### src/rtl/iomem_gpio.sv
// iomem_gpio: memory-mapped GPIO block for the SoC iomem bus.
//   Registers (word offset = iomem_addr[5:2]):
//     0 OUT rw, 1 OE rw, 2 IN ro, 3 SET wo, 4 CLR wo, 5 TGL wo,
//     6 RISE_EN rw, 7 FALL_EN rw, 8 PEND rw1c; 9..15 read 0, ignore writes.
//   Ports:
//     clk, resetn          - clock, synchronous active-low reset
//     iomem_valid/ready    - single-cycle-latency handshake, ready pulses once
//     iomem_wstrb/addr/wdata/rdata - bus write strobes, address, data
//     gpio_in              - asynchronous pin inputs (synchronised here)
//     gpio_out, gpio_oe    - output data and per-pin output enable
//     irq                  - registered OR of PEND
module iomem_gpio #(
  parameter int         N_PINS      = 8,
  parameter logic [7:0] BASE_ADDR   = 8'h03,
  parameter int         SYNC_STAGES = 2
) (
  input  logic              clk,
  input  logic              resetn,
  input  logic              iomem_valid,
  output logic              iomem_ready,
  input  logic [3:0]        iomem_wstrb,
  input  logic [31:0]       iomem_addr,
  input  logic [31:0]       iomem_wdata,
  output logic [31:0]       iomem_rdata,
  input  logic [N_PINS-1:0] gpio_in,
  output logic [N_PINS-1:0] gpio_out,
  output logic [N_PINS-1:0] gpio_oe,
  output logic              irq
);

  typedef logic [N_PINS-1:0] pins_t;

  localparam logic [2:0] WARM_DONE = 3'(SYNC_STAGES + 1);

  pins_t      out_q, oe_q, rise_en_q, fall_en_q, pend_q, dly_q;
  pins_t      sync_q [SYNC_STAGES];
  pins_t      sync_s, m, d, ev, pend_nxt;
  logic [2:0] warm_q;
  logic       sel, wr, warm_ok;
  logic [3:0] off;
  logic [31:0] bmask, rd_mux;
  logic       unused_ok;

  assign sel     = iomem_valid && !iomem_ready && (iomem_addr[31:24] == BASE_ADDR);
  assign wr      = sel && (|iomem_wstrb);
  assign off     = iomem_addr[5:2];
  assign bmask   = {{8{iomem_wstrb[3]}}, {8{iomem_wstrb[2]}},
                    {8{iomem_wstrb[1]}}, {8{iomem_wstrb[0]}}};
  assign m       = bmask[N_PINS-1:0];
  assign d       = iomem_wdata[N_PINS-1:0] & m;
  assign sync_s  = sync_q[SYNC_STAGES-1];
  assign warm_ok = (warm_q == WARM_DONE);

  // Bits of the bus beyond the implemented pins are intentionally ignored.
  assign unused_ok = ^{iomem_addr[23:6], iomem_addr[1:0], iomem_wdata, bmask};

  // Edge events are masked until the synchroniser and delay register hold
  // real pin levels, otherwise a pin held high through reset looks like a rise.
  assign ev = warm_ok ? ((sync_s & ~dly_q & rise_en_q) | (~sync_s & dly_q & fall_en_q))
                      : '0;

  // Set wins over W1C: the event is OR-ed in after the clear.
  assign pend_nxt = (pend_q & ~((wr && off == 4'd8) ? d : pins_t'(0))) | ev;

  always_comb begin
    rd_mux = '0;
    case (off)
      4'd0: rd_mux[N_PINS-1:0] = out_q;
      4'd1: rd_mux[N_PINS-1:0] = oe_q;
      4'd2: rd_mux[N_PINS-1:0] = sync_s;
      4'd6: rd_mux[N_PINS-1:0] = rise_en_q;
      4'd7: rd_mux[N_PINS-1:0] = fall_en_q;
      4'd8: rd_mux[N_PINS-1:0] = pend_q;
      default: ;
    endcase
  end

  always_ff @(posedge clk) begin
    if (!resetn) begin
      iomem_ready <= 1'b0;
      iomem_rdata <= '0;
      out_q       <= '0;
      oe_q        <= '0;
      rise_en_q   <= '0;
      fall_en_q   <= '0;
      pend_q      <= '0;
      dly_q       <= '0;
      warm_q      <= '0;
      irq         <= 1'b0;
      for (int i = 0; i < SYNC_STAGES; i++) sync_q[i] <= '0;
    end else begin
      iomem_ready <= sel;
      // rdata reflects register state before this access's write lands.
      iomem_rdata <= sel ? rd_mux : '0;
      sync_q[0]   <= gpio_in;
      for (int i = 1; i < SYNC_STAGES; i++) sync_q[i] <= sync_q[i-1];
      dly_q       <= sync_s;
      if (!warm_ok) warm_q <= warm_q + 3'd1;
      pend_q      <= pend_nxt;
      irq         <= |pend_q;
      if (wr) begin
        case (off)
          4'd0: out_q     <= (out_q & ~m) | d;
          4'd1: oe_q      <= (oe_q & ~m) | d;
          4'd3: out_q     <= out_q | d;
          4'd4: out_q     <= out_q & ~d;
          4'd5: out_q     <= out_q ^ d;
          4'd6: rise_en_q <= (rise_en_q & ~m) | d;
          4'd7: fall_en_q <= (fall_en_q & ~m) | d;
          default: ;
        endcase
      end
    end
  end

  assign gpio_out = out_q;
  assign gpio_oe  = oe_q;

endmodule

### config.mk
export PLATFORM = sky130hd
export DESIGN_NAME = iomem_gpio
export DESIGN_NICKNAME = d
export VERILOG_FILES = /design/src/rtl/iomem_gpio.sv
export SDC_FILE = /design/constraint.sdc
export NUM_CORES = 1
export LEC_CHECK = 0
export CAP_MARGIN = 20
export CORE_AREA = 4 4 101 103
export DETAILED_ROUTE_END_ITERATION = 8
export DIE_AREA = 0 0 105 107
export PLACE_DENSITY = 0.86
export SLEW_MARGIN = 30
export SYNTH_ARGS = -nofsm -noshare
export SYNTH_HDL_FRONTEND = slang
export SYNTH_SLANG_ARGS = --single-unit
### constraint.sdc
create_clock -name clk -period 1.59 [get_ports clk]
set_input_delay 0.2385 -clock clk [delete_from_list [all_inputs] [get_ports clk]]
set_output_delay 0.2385 -clock clk [all_outputs]
set_load 0.01 [all_outputs]
==> results of run 1 <==
[power by group through the flow]
stage | sequential [mW] | clock (mW) | combinational [mW]
2_1_floorplan | 2.03 | 0 | 0.279
3_3_place_gp | 2.03 | 0 | 0.399
3_5_place_dp | 2.03 | 0 | 0.414
4_1_cts | 1.99 | 1.48 | 0.417
5_1_grt | 1.99 | 1.56 | 0.464
6_report | 1.99 | 1.45 | 0.425
[per-layer routing]
metal | wire, µm | vias up | GRT usage, %
li1 | - | 1518 | -
met1 | 4107 | 1471 | 20.39
met2 | 4376 | 130 | 27.86
met3 | 719 | 15 | 3.974
met4 | 160 | 0 | 6.560
met5 | 0 | - | 0
[worst max path at each step]
stage / start / endpoint / slack [ps] / cells after the start
after global routing: iomem_ready / flop / -7 / 6
after global placement: iomem_addr[2] / iomem_rdata[5] / -330 / 5
after CTS: iomem_addr[27] / flop / 10 / 8
after floorplan: iomem_addr[4] / pend_q[0] / 50 / 6
after detailed placement: iomem_addr[2] / pend_q[4] / -370 / 5
final: gpio_out[2] / gpio_out[2] / 40 / 1
[what timing repair did]
| item | in CTS | in global routing |
|---|---|---|
| pin swaps | 0 | 6 |
| resized for setup | 11 | 14 |
| setup endpoints to repair | 16 | 41 |
| setup buffers | 0 | 2 |
| hold buffers | 0 | 0 |
| gates cloned | 0 | 0 |
[metrics by stage]
step           hold slack (ps)  std cells
6_report                 254.0        600
5_1_grt                  252.7        600
4_1_cts                  230.7        598
3_5_place_dp             419.9        582
3_3_place_gp             416.4        582
2_1_floorplan            365.8        423
[cell usage in the layout, fill, tap and decap left out, types with 3 or more instances in the layout]
master / n
nor2_1: 13
dfxtp_2: 9
a21oi_1: 25
buf_4: 36
a221oi_1: 8
nand4_1: 11
inv_1: 9
nor2b_1: 4
o2bb2ai_1: 8
nor2_4: 3
nand3b_1: 8
ha_1: 10
o21ai_0: 9
conb_1: 24
clkbuf_8: 10
clkdlybuf4s50_1: 49
dlymetal6s2s_1: 8
nand2_1: 55
a32o_2: 8
a22o_1: 6
nand2b_1: 9
dfxtp_1: 68
and2_1: 28
mux2i_1: 40
[layout make-up]
type,instances,area [µm²]
Sequential cell,77,1553
Multi-Input combinational cell,287,1949
Inverter,10,37.54
Tap cell,111,138.9
Fill cell,826,4387
Timing Repair Buffer,99,938.4
Clock inverter,4,47.55
Clock buffer,12,145.1
[kinds of logic after synthesis]
| group | synth area share [%] |
|---|---|
| and+or+nand+nor | 21.79 |
| buffers and inverters | 9.240 |
| adders and majority gates | 3.348 |
| AOI/OAI and AO/OA | 13.09 |
| other | 0.1003 |
| DFF | 41.25 |
| xor gates and xnor gates | 0.4688 |
| muxes | 10.71 |
==> flow_summary.toml, run 1 <==
[global_route]
grt_pass1_vias = 3054
grt_max_degree = 34
antenna_found_initial = 0
grt_pass1_wl_um = 14880
track_usage_pct = 16.55
grt-ovfl-total = 0

[worst_setup_path]
start_kind = "flop"
cp_data_required_time_ps = 1350
worstSetupPathType = "reg -> out"
r2r_slack_ps = 80
slowest_stage = "clkdlybuf4s50_1"
slowest_delay_ps = 560
crit_family = "buffers and inverters"
worst-r2r-cell-count = 5
cp.arrival_ps = 1310
r2r_end = "gpio_out[7]"
path_cells = "clkdlybuf4s50_1"
r2r_start = "iomem_ready"
cp-end-kind = "output port"
crit_buf_inv = 1
path_max_fanout = 5

[power]
p_comb_share_pct = 11.0
power.total_mw = 3.866
p_int_mw = 2.938
vdd_drop_max_mv = 0.4678
swShare_pct = 23.99
power_frac_clock_pct = 37.5
seqPwrFrac_pct = 51.5
p_sw_mw = 0.9273
powerDensity_nw_per_um2 = 803.7
p_leak_nw = 1.925

[synthesis]
synth_top_area_share_pct = 41.25
synth-warning-count = 0
ys.flop_type = "dfxtp_1"
synth_edf_count = 0
synth.area.top_cells = "dfxtp_1, mux2i_1, nand2_1"
yosysUniqueCellTypes = 41
ys_top_cells_by_count = "dfxtp_1, nand2_1, mux2i_1"
ys_async_sr_fraction_pct = 0
syn-mean-instance-area_um2 = 9.343
yosysMostFrequentCell = "dfxtp_1"
ys_seq_area_share_pct = 41.25
yosysTopAreaCell = "dfxtp_1"
synth-seq-cells = 77
synth_area_um2 = 3737
syn_inst = 400

[routing]
avgRoutedWirePerCell_um = 15.61
avgViaCountPerCell = 5.223
remaining_drc_errors = 0
detail_route.first_pass.iterations = 4
routed_wl_um = 9364
vias = 3134
antenna_left = 0
drt_iter0_drc = 234

[run]
drv_cap = 0

[layout]
drive_above_1_share_pct = 17.18
syn2layout_area_growth_pct = 28.69
nNetsFinal = 573
final_area_um2 = 4810
final_util_pct = 52.30
antennaDiodeCount = 0

[clock_network]
h-tree-depth = 3
clockBufferDepth = 2
insertion_delay_ps = 360
path_clk_slew_ps = 80
clkSinkCount = 77
cts_tree = "built"
cts-buffers-inserted = 9
cts-root-buf = "clkbuf_8"

[sta]
skew_ps = 15.37
grt_setup_unrepaired = "true"
finalSetupViolCount = 0
drv_slew = 0
finalHoldViolCount = 0
fin_crit_ps = 1552
finalCritPeriodShare_pct = 97.62
max_freq_ghz = 0.6442
setup-tns-final_ps = 0
fin_ws_ps = 37.78

[hold_path]
min_to = "sync_q[0][4]"
min_from = "resetn"
hold_depth = 2
holdCritPathClass = "in -> reg"

[floorplan]
coreArea_um2 = 9196
die_area_um2 = 11240
start_util_pct = 40.64
io-pin-count = 129
rows = 35
die_w_um = 105
die_h_um = 107

[run_status]
status = "finished, final reports clean"

[placed_design]
hpwl_um = 6962
pre_cts_ws_ps = -372.4
place.gp.congestion = 0.8902
numPortBuffers = 60
placed_area_um2 = 4553
No activity file was read; power rests on OpenSTA's default activity.
==> run 2: changes to the inputs <==
--- a/config.mk
+++ b/config.mk
@@ -9,6 +9,7 @@
 export CORE_AREA = 4 4 101 103
 export DETAILED_ROUTE_END_ITERATION = 8
 export DIE_AREA = 0 0 105 107
+export GPL_TIMING_DRIVEN = 1
 export PLACE_DENSITY = 0.86
 export SLEW_MARGIN = 30
 export SYNTH_ARGS = -nofsm -noshare
==> results of run 2 <==
The final DEF is identical to that of run 1; final timing and power are the same.
==> patch 1: new RTL, settings of run 1 <==
Register the output `irq` once more, without a reset; this adds one clock of latency there. The other outputs are not delayed to match. Comments in the files are not updated.
--- a/src/rtl/iomem_gpio.sv
+++ b/src/rtl/iomem_gpio.sv
@@ -31,6 +31,8 @@
   typedef logic [N_PINS-1:0] pins_t;
 
   localparam logic [2:0] WARM_DONE = 3'(SYNC_STAGES + 1);
+
+  logic irq_s0;
 
   pins_t      out_q, oe_q, rise_en_q, fall_en_q, pend_q, dly_q;
   pins_t      sync_q [SYNC_STAGES];
@@ -86,7 +88,7 @@
       pend_q      <= '0;
       dly_q       <= '0;
       warm_q      <= '0;
-      irq         <= 1'b0;
+      irq_s0      <= 1'b0;
       for (int i = 0; i < SYNC_STAGES; i++) sync_q[i] <= '0;
     end else begin
       iomem_ready <= sel;
@@ -97,7 +99,7 @@
       dly_q       <= sync_s;
       if (!warm_ok) warm_q <= warm_q + 3'd1;
       pend_q      <= pend_nxt;
-      irq         <= |pend_q;
+      irq_s0      <= |pend_q;
       if (wr) begin
         case (off)
           4'd0: out_q     <= (out_q & ~m) | d;
@@ -116,5 +118,9 @@
   assign gpio_out = out_q;
   assign gpio_oe  = oe_q;
 
+  always_ff @(posedge clk) begin
+    irq <= irq_s0;
+  end
+
 endmodule
 
Behaviour: not the same (a bounded check fails within 10 cycles, from zero or initial values and one cycle with resetn low).
==> patch 1 against run 1 <==
  * Total power increased by 5.0%
  * Non-clock buffer count rose by 1
  * Worst hold slack improved by 0.045 ns
  * Combinational power is essentially flat
  * Worst setup slack worse by 0.0026 ns
  * Synthesized cell count grew 0.25%
  * Clock power up 12%
  * Sequential cell count is 1 higher
  * Routed wire length increased by 2.6%
  * Synthesized area up 0.54%
  * Design area increased by 0.94%
  * Critical path type is now input pin to register
  * Critical endpoint is now gpio_out[7]$_SDFFE_PN0P_
  * Highest routed layer unchanged
==> patch 1: results (changes against run 1) <==
- Outcome: finished, final reports clean (unchanged)
- Hold Path Class: input pin to register (unchanged)
- Met1 Track Usage GR: 19.5% (was 20.4%)
- Reg2reg start: iomem_ready$_SDFF_PN0_ (unchanged)
- Hold slack: 0.300 ns (was 0.254 ns)
- WP data arrival: 1.83 ns (was 1.31 ns)
- Crit Path Max Fanout: 8 (was 5)
- Drt pass-1 iters: 5 (was 4)
- Hold buffers post-CTS: 0 (unchanged)
- Top post-synthesis cells by area: dfxtp_1, mux2i_1, nand2_1, buf_4, and2_1 (unchanged)
- First-pass GRT wire length: 15,600 um (was 14,900 um)
- DRT iter0 DRCs: 230 (was 234)
- LEAKAGE: 1.89 nW (was 1.93 nW)
- Vias per std cell: 5.32 (was 5.22)
- Initial antenna violation count: 0 (unchanged)
- Distinct cell type count after synthesis: 41 (unchanged)
- CP Launch Point: iomem_wstrb[0] (was gpio_out[2]$_SDFFE_PN0P_)
- Yosys warns: 0 (unchanged)
- Clock skew: 0.0129 ns (was 0.0154 ns)
- Final nets: 575 (was 573)
- Vias in the first global route: 3,248 (was 3,054)
- Total GRT Usage: 17.2% (was 16.5%)
- Clk Latency, worst-skew pair: 0.35 ns
- Routing usage on met2: 31.0% (was 27.9%)
- R2r setup slk: 0.05 ns (was 0.08 ns)
- VDD IR max: 0.000440 V (was 0.000468 V)
- Clock Path Buffers: 2 (unchanged)
- Layer with the highest usage: met2 (unchanged)
- Placer's final routability congestion estimate: 0.870 (was 0.890)
- List of most frequent post-synthesis cells: dfxtp_1, nand2_1, mux2i_1 (unchanged)
- DPL Wire Length: 7190 um (was 6960 um)
- Root buffer cell: clkbuf_8 (unchanged)
- Register area share after synthesis: 41.6% (was 41.2%)
- Largest net degree at the start of global routing: 26 (was 34)
- # diodes: 0 (unchanged)
- Met3 usage: 4.09% (was 3.97%)
- Layout cell share with drive strength beyond 1: 17.8% (was 17.2%)
- Wire per inst: 16.0 um (was 15.6 um)
- H-Tree Depth: 3 (unchanged)
-- patch 1: cell types whose count changed after synthesis --
cell     delta
dfxtp_1     +1
-- patch 1: worst paths after layout --
kind | end | depth (start not counted)
max reg2reg | gpio_out[7]$_SDFFE_PN0P_ | 5
min | register | 3
max | gpio_out[7]$_SDFFE_PN0P_ | 6
min reg2reg | irq$_DFF_P_ | 0
-- patch 1: cells by family (layout without fill, tap and decap cells) --
kind of cell,count (synthesis),in the layout,synth area share [%]
XOR/XNOR,2,2,0.466
multiplexers,40,40,10.7
adder cells (fa/ha/maj),10,10,3.33
AO/OA/AOI/OAI,68,68,13.0
flip-flops,78,78,41.6
buffers and inverters,59,125,9.19
AND/OR/NAND/NOR,143,143,21.7
other,1,24,0.0998
-- patch 1: cell type report --
class,count,area [sq um]
clock buffer,10,138
tap,111,139
multi-input combinational,287,1950
clock inverter,5,83.8
sequential,78,1570
fill,824,4340
timing repair buffer,100,931
inverter,10,37.5
-- patch 1: critical path, stage by stage --
cell and delay, ns:
clkdlybuf4s50_1 0.44, or4_4 0.55, nand4_1 0.15, o41a_1 0.17, buf_4 0.17, o2bb2ai_1 0.12
-- patch 1: power by group --
| group | switching, W | total (W) | internal (W) |
|---|---|---|---|
| Sequential | 0.0000222 | 0.00201 | 0.00199 |
| Clock | 0.000702 | 0.00162 | 0.000920 |
| Combinational | 0.000217 | 0.000424 | 0.000207 |
| Total | 0.000941 | 0.00406 | 0.00312 |
-- patch 1: metal layers --
metal | share of wire [%] | vias to the layer above
met3 | 8.0 | 19
met2 | 50 | 156
met4 | 1.8 | 0
met5 | 0 | -
met1 | 40 | 1493
li1 | - | 1529
-- patch 1: what timing repair did --
item,CTS,global route
pin swaps,2,4
setup endpoints to repair,18,37
setup buffers,0,2
gates resized for setup,10,11
-- patch 1: metrics by stage --
step	total power, W	instance area, sq um	instances	setup TNS (ns)	worst slack, ns
floorplan	0.00233	3840	424	0	0.0506
global placement	0.00246	4580	584	-13.08	-0.323
detailed placement	0.00247	4580	584	-15.66	-0.374
CTS	0.00407	4810	599	0	0.00469
global route	0.00421	4850	601	-0.107	-0.0225
finish	0.00406	4850	601	0	0.0352
==> patch 2: new RTL, settings of run 1 <==
Without the edit above. Change the parameter `N_PINS` from 8 to 9.
--- a/src/rtl/iomem_gpio.sv
+++ b/src/rtl/iomem_gpio.sv
@@ -10,7 +10,7 @@
 //     gpio_out, gpio_oe    - output data and per-pin output enable
 //     irq                  - registered OR of PEND
 module iomem_gpio #(
-  parameter int         N_PINS      = 8,
+  parameter int         N_PINS      = 9,
   parameter logic [7:0] BASE_ADDR   = 8'h03,
   parameter int         SYNC_STAGES = 2
 ) (
Ports: changed (resized gpio_in, gpio_oe and gpio_out); port bits go from 129 to 132. No check against the original RTL was run, so the function may have changed too.
==> patch 2 against run 1 <==
  * The flow now finishes with violations (setup timing)
  * Routed wire length rose by 25%
  * Combinational power rose by 11%
  * Design area grew 12%
  * Total power is 11% higher
  * Synthesized area increased by 5.8%
  * Global-route usage grew 3.5 points
  * Die area is the same
  * Critical path depth up 5
  * Register-to-register slack worse by 0.31 ns
  * Worst setup slack got worse by 0.29 ns
  * Clock skew is 0.0068 ns lower
  * Sequential cell count increased by 9
==> patch 2: results (changes against run 1) <==
- Wire per inst: 17.3 um (was 15.6 um)
- VDD IR max: 0.000518 V (was 0.000468 V)
- Mux contribution to synthesized area: 4.56% (was 10.7%)
- Crit Path Max Fanout: 8 (was 5)
- Drt pass-1 iters: 5 (was 4)
- Setup slack after layout: -0.249 ns (was 0.0378 ns)
- DPL Wire Length: 8360 um (was 6960 um)
- Met1 Track Usage GR: 22.8% (was 20.4%)
- Yosys warns: 0 (unchanged)
- Layout cell share with drive strength beyond 1: 21.0% (was 17.2%)
- Routing usage on met2: 34.7% (was 27.9%)
- List of most frequent post-synthesis cells: dfxtp_1, nand2_1, o21ai_0 (was dfxtp_1, nand2_1, mux2i_1)
- Worst path max stage delay: 0.60 ns (was 0.56 ns)
- First-pass GRT wire length: 18,200 um (was 14,900 um)
- LEAKAGE: 2.09 nW (was 1.93 nW)
- Final setup fails: 40 (was 0)
- TritonCTS Buffers: 9 (unchanged)
- Vias per std cell: 5.78 (was 5.22)
- Dpl cell area: 0.00498 sq mm (was 0.00455 sq mm)
- Clock Path Buffers: 2 (unchanged)
- Largest net degree at the start of global routing: 26 (was 34)
- R2r setup slk: -0.23 ns (was 0.08 ns)
- Met3 usage: 5.18% (was 3.97%)
- Slowest CP cell: or4_4 (was clkdlybuf4s50_1)
- Placer's final routability congestion estimate: 0.878 (was 0.890)
- IO Port Bufs: 65 (was 60)
- Register area share after synthesis: 43.6% (was 41.2%)
- Reg2reg path depth: 5 (unchanged)
- # diodes: 0 (unchanged)
- Final nets: 654 (was 573)
- Hold Path Class: input pin to register (unchanged)
- XOR/XNOR Fraction of Synth Area: 0.443% (was 0.469%)
- Top post-synthesis cells by area: dfxtp_1, o21ai_0, nand2_1, a21oi_1, mux2i_1 (was dfxtp_1, mux2i_1, nand2_1, buf_4, and2_1)
- Setup_tns: -5.02 ns (was 0 ns)
- Reg clk slew, reported paths: 0.09 ns
- Total GRT Usage: 20.1% (was 16.5%)
- Hold depth: 5 (was 2)
- Initial antenna violation count: 0 (unchanged)
- Violated checks: setup timing
- Synth Area in Adders: 3.48% (was 3.35%)
- Clk Latency, worst-skew pair: 0.36 ns (about the same)
- Ys flop type: dfxtp_1 (unchanged)
- Fill cell count: 759 (was 826)
- DRT iter0 DRCs: 370 (was 234)
- Vias in the first global route: 3,881 (was 3,054)
- Compound-Gate Fraction of Synth Area: 20.1% (was 13.1%)
- WP data arrival: 2.08 ns (was 1.31 ns)
- Async SR Flop Fraction: 0% (unchanged)
- Top delay family on crit path: simple AND/OR/NAND/NOR gates (was buffers and inverters)
- Outcome: complete, but fails checks (was finished, final reports clean)
- Clock skew: 0.00854 ns (was 0.0154 ns)
- Distinct cell type count after synthesis: 45 (was 41)
- Hold path start: iomem_addr[28] (was resetn)
-- patch 2: cells by family (layout without fill, tap and decap cells) --
| group | count (synthesis) | in the layout |
|---|---|---|
| and+or+nand+nor | 155 | 155 |
| AOI/OAI and AO/OA | 131 | 131 |
| DFF | 86 | 86 |
| buffers and inverters | 55 | 142 |
| muxes | 18 | 18 |
| adders and majority gates | 11 | 11 |
| xor gates and xnor gates | 2 | 2 |
| other | 1 | 23 |
-- patch 2: area by class of cell --
type,count,area share [%]
sequential,86,32.2
tap,111,2.58
clock inverter,6,1.28
inverter,7,0.488
timing repair buffer,119,21.5
multi-input combinational,340,39.4
clock buffer,10,2.55
-- patch 2: power by group --
part | switching [W] | internal (W)
combinational | 0.000249 | 0.000223
clock | 0.000822 | 0.000780
sequential | 0.0000239 | 0.00219
total | 0.00110 | 0.00320
-- patch 2: routing by layer --
layer	wire length (um)	part of all wire, %	vias to the layer above
li1	-	-	1783
met1	4390	37	1832
met2	5770	49	254
met3	1060	9.1	56
met4	498	4.2	0
met5	0	0	-
-- patch 2: worst register-to-register path, stage by stage, from the launching register on --
cell and delay (ns):
dfxtp_2 0.32, nand4b_1 0.23, or4_4 0.53, nor2_8 0.24, mux2i_2 0.29, nor2_1 0.08
-- patch 2: repair_timing --
action	4_1_cts	5_1_grt
endpoints found under the setup margin	52	57
gates resized for setup	36	43
setup buffers	3	2
pin swaps	20	13
-- patch 2: through the flow --
step | std cells | setup slack [ns] | hold WS, ns | utilization (%)
after floorplan | 481 | -0.338 | 0.366 | -
after CTS | 677 | -0.193 | 0.419 | 57.2
after global placement | 658 | -0.766 | 0.417 | 54.2
after global routing | 679 | -0.267 | 0.449 | 58.6
after detailed placement | 658 | -0.860 | 0.420 | 54.2
final | 679 | -0.249 | 0.430 | 58.6
-- patch 2: how the worst max path moves through the flow --
stage | slack (ns) | start | end | cells past startpoint
2_1_floorplan | -0.34 | iomem_addr[27] | register | 6
5_1_grt | -0.27 | iomem_ready$_SDFF_PN0_ | register | 6
4_1_cts | -0.19 | iomem_addr[28] | register | 7
3_5_place_dp | -0.86 | iomem_addr[27] | register | 7
6_report | -0.25 | iomem_addr[28] | register | 6
3_3_place_gp | -0.77 | iomem_addr[27] | register | 7
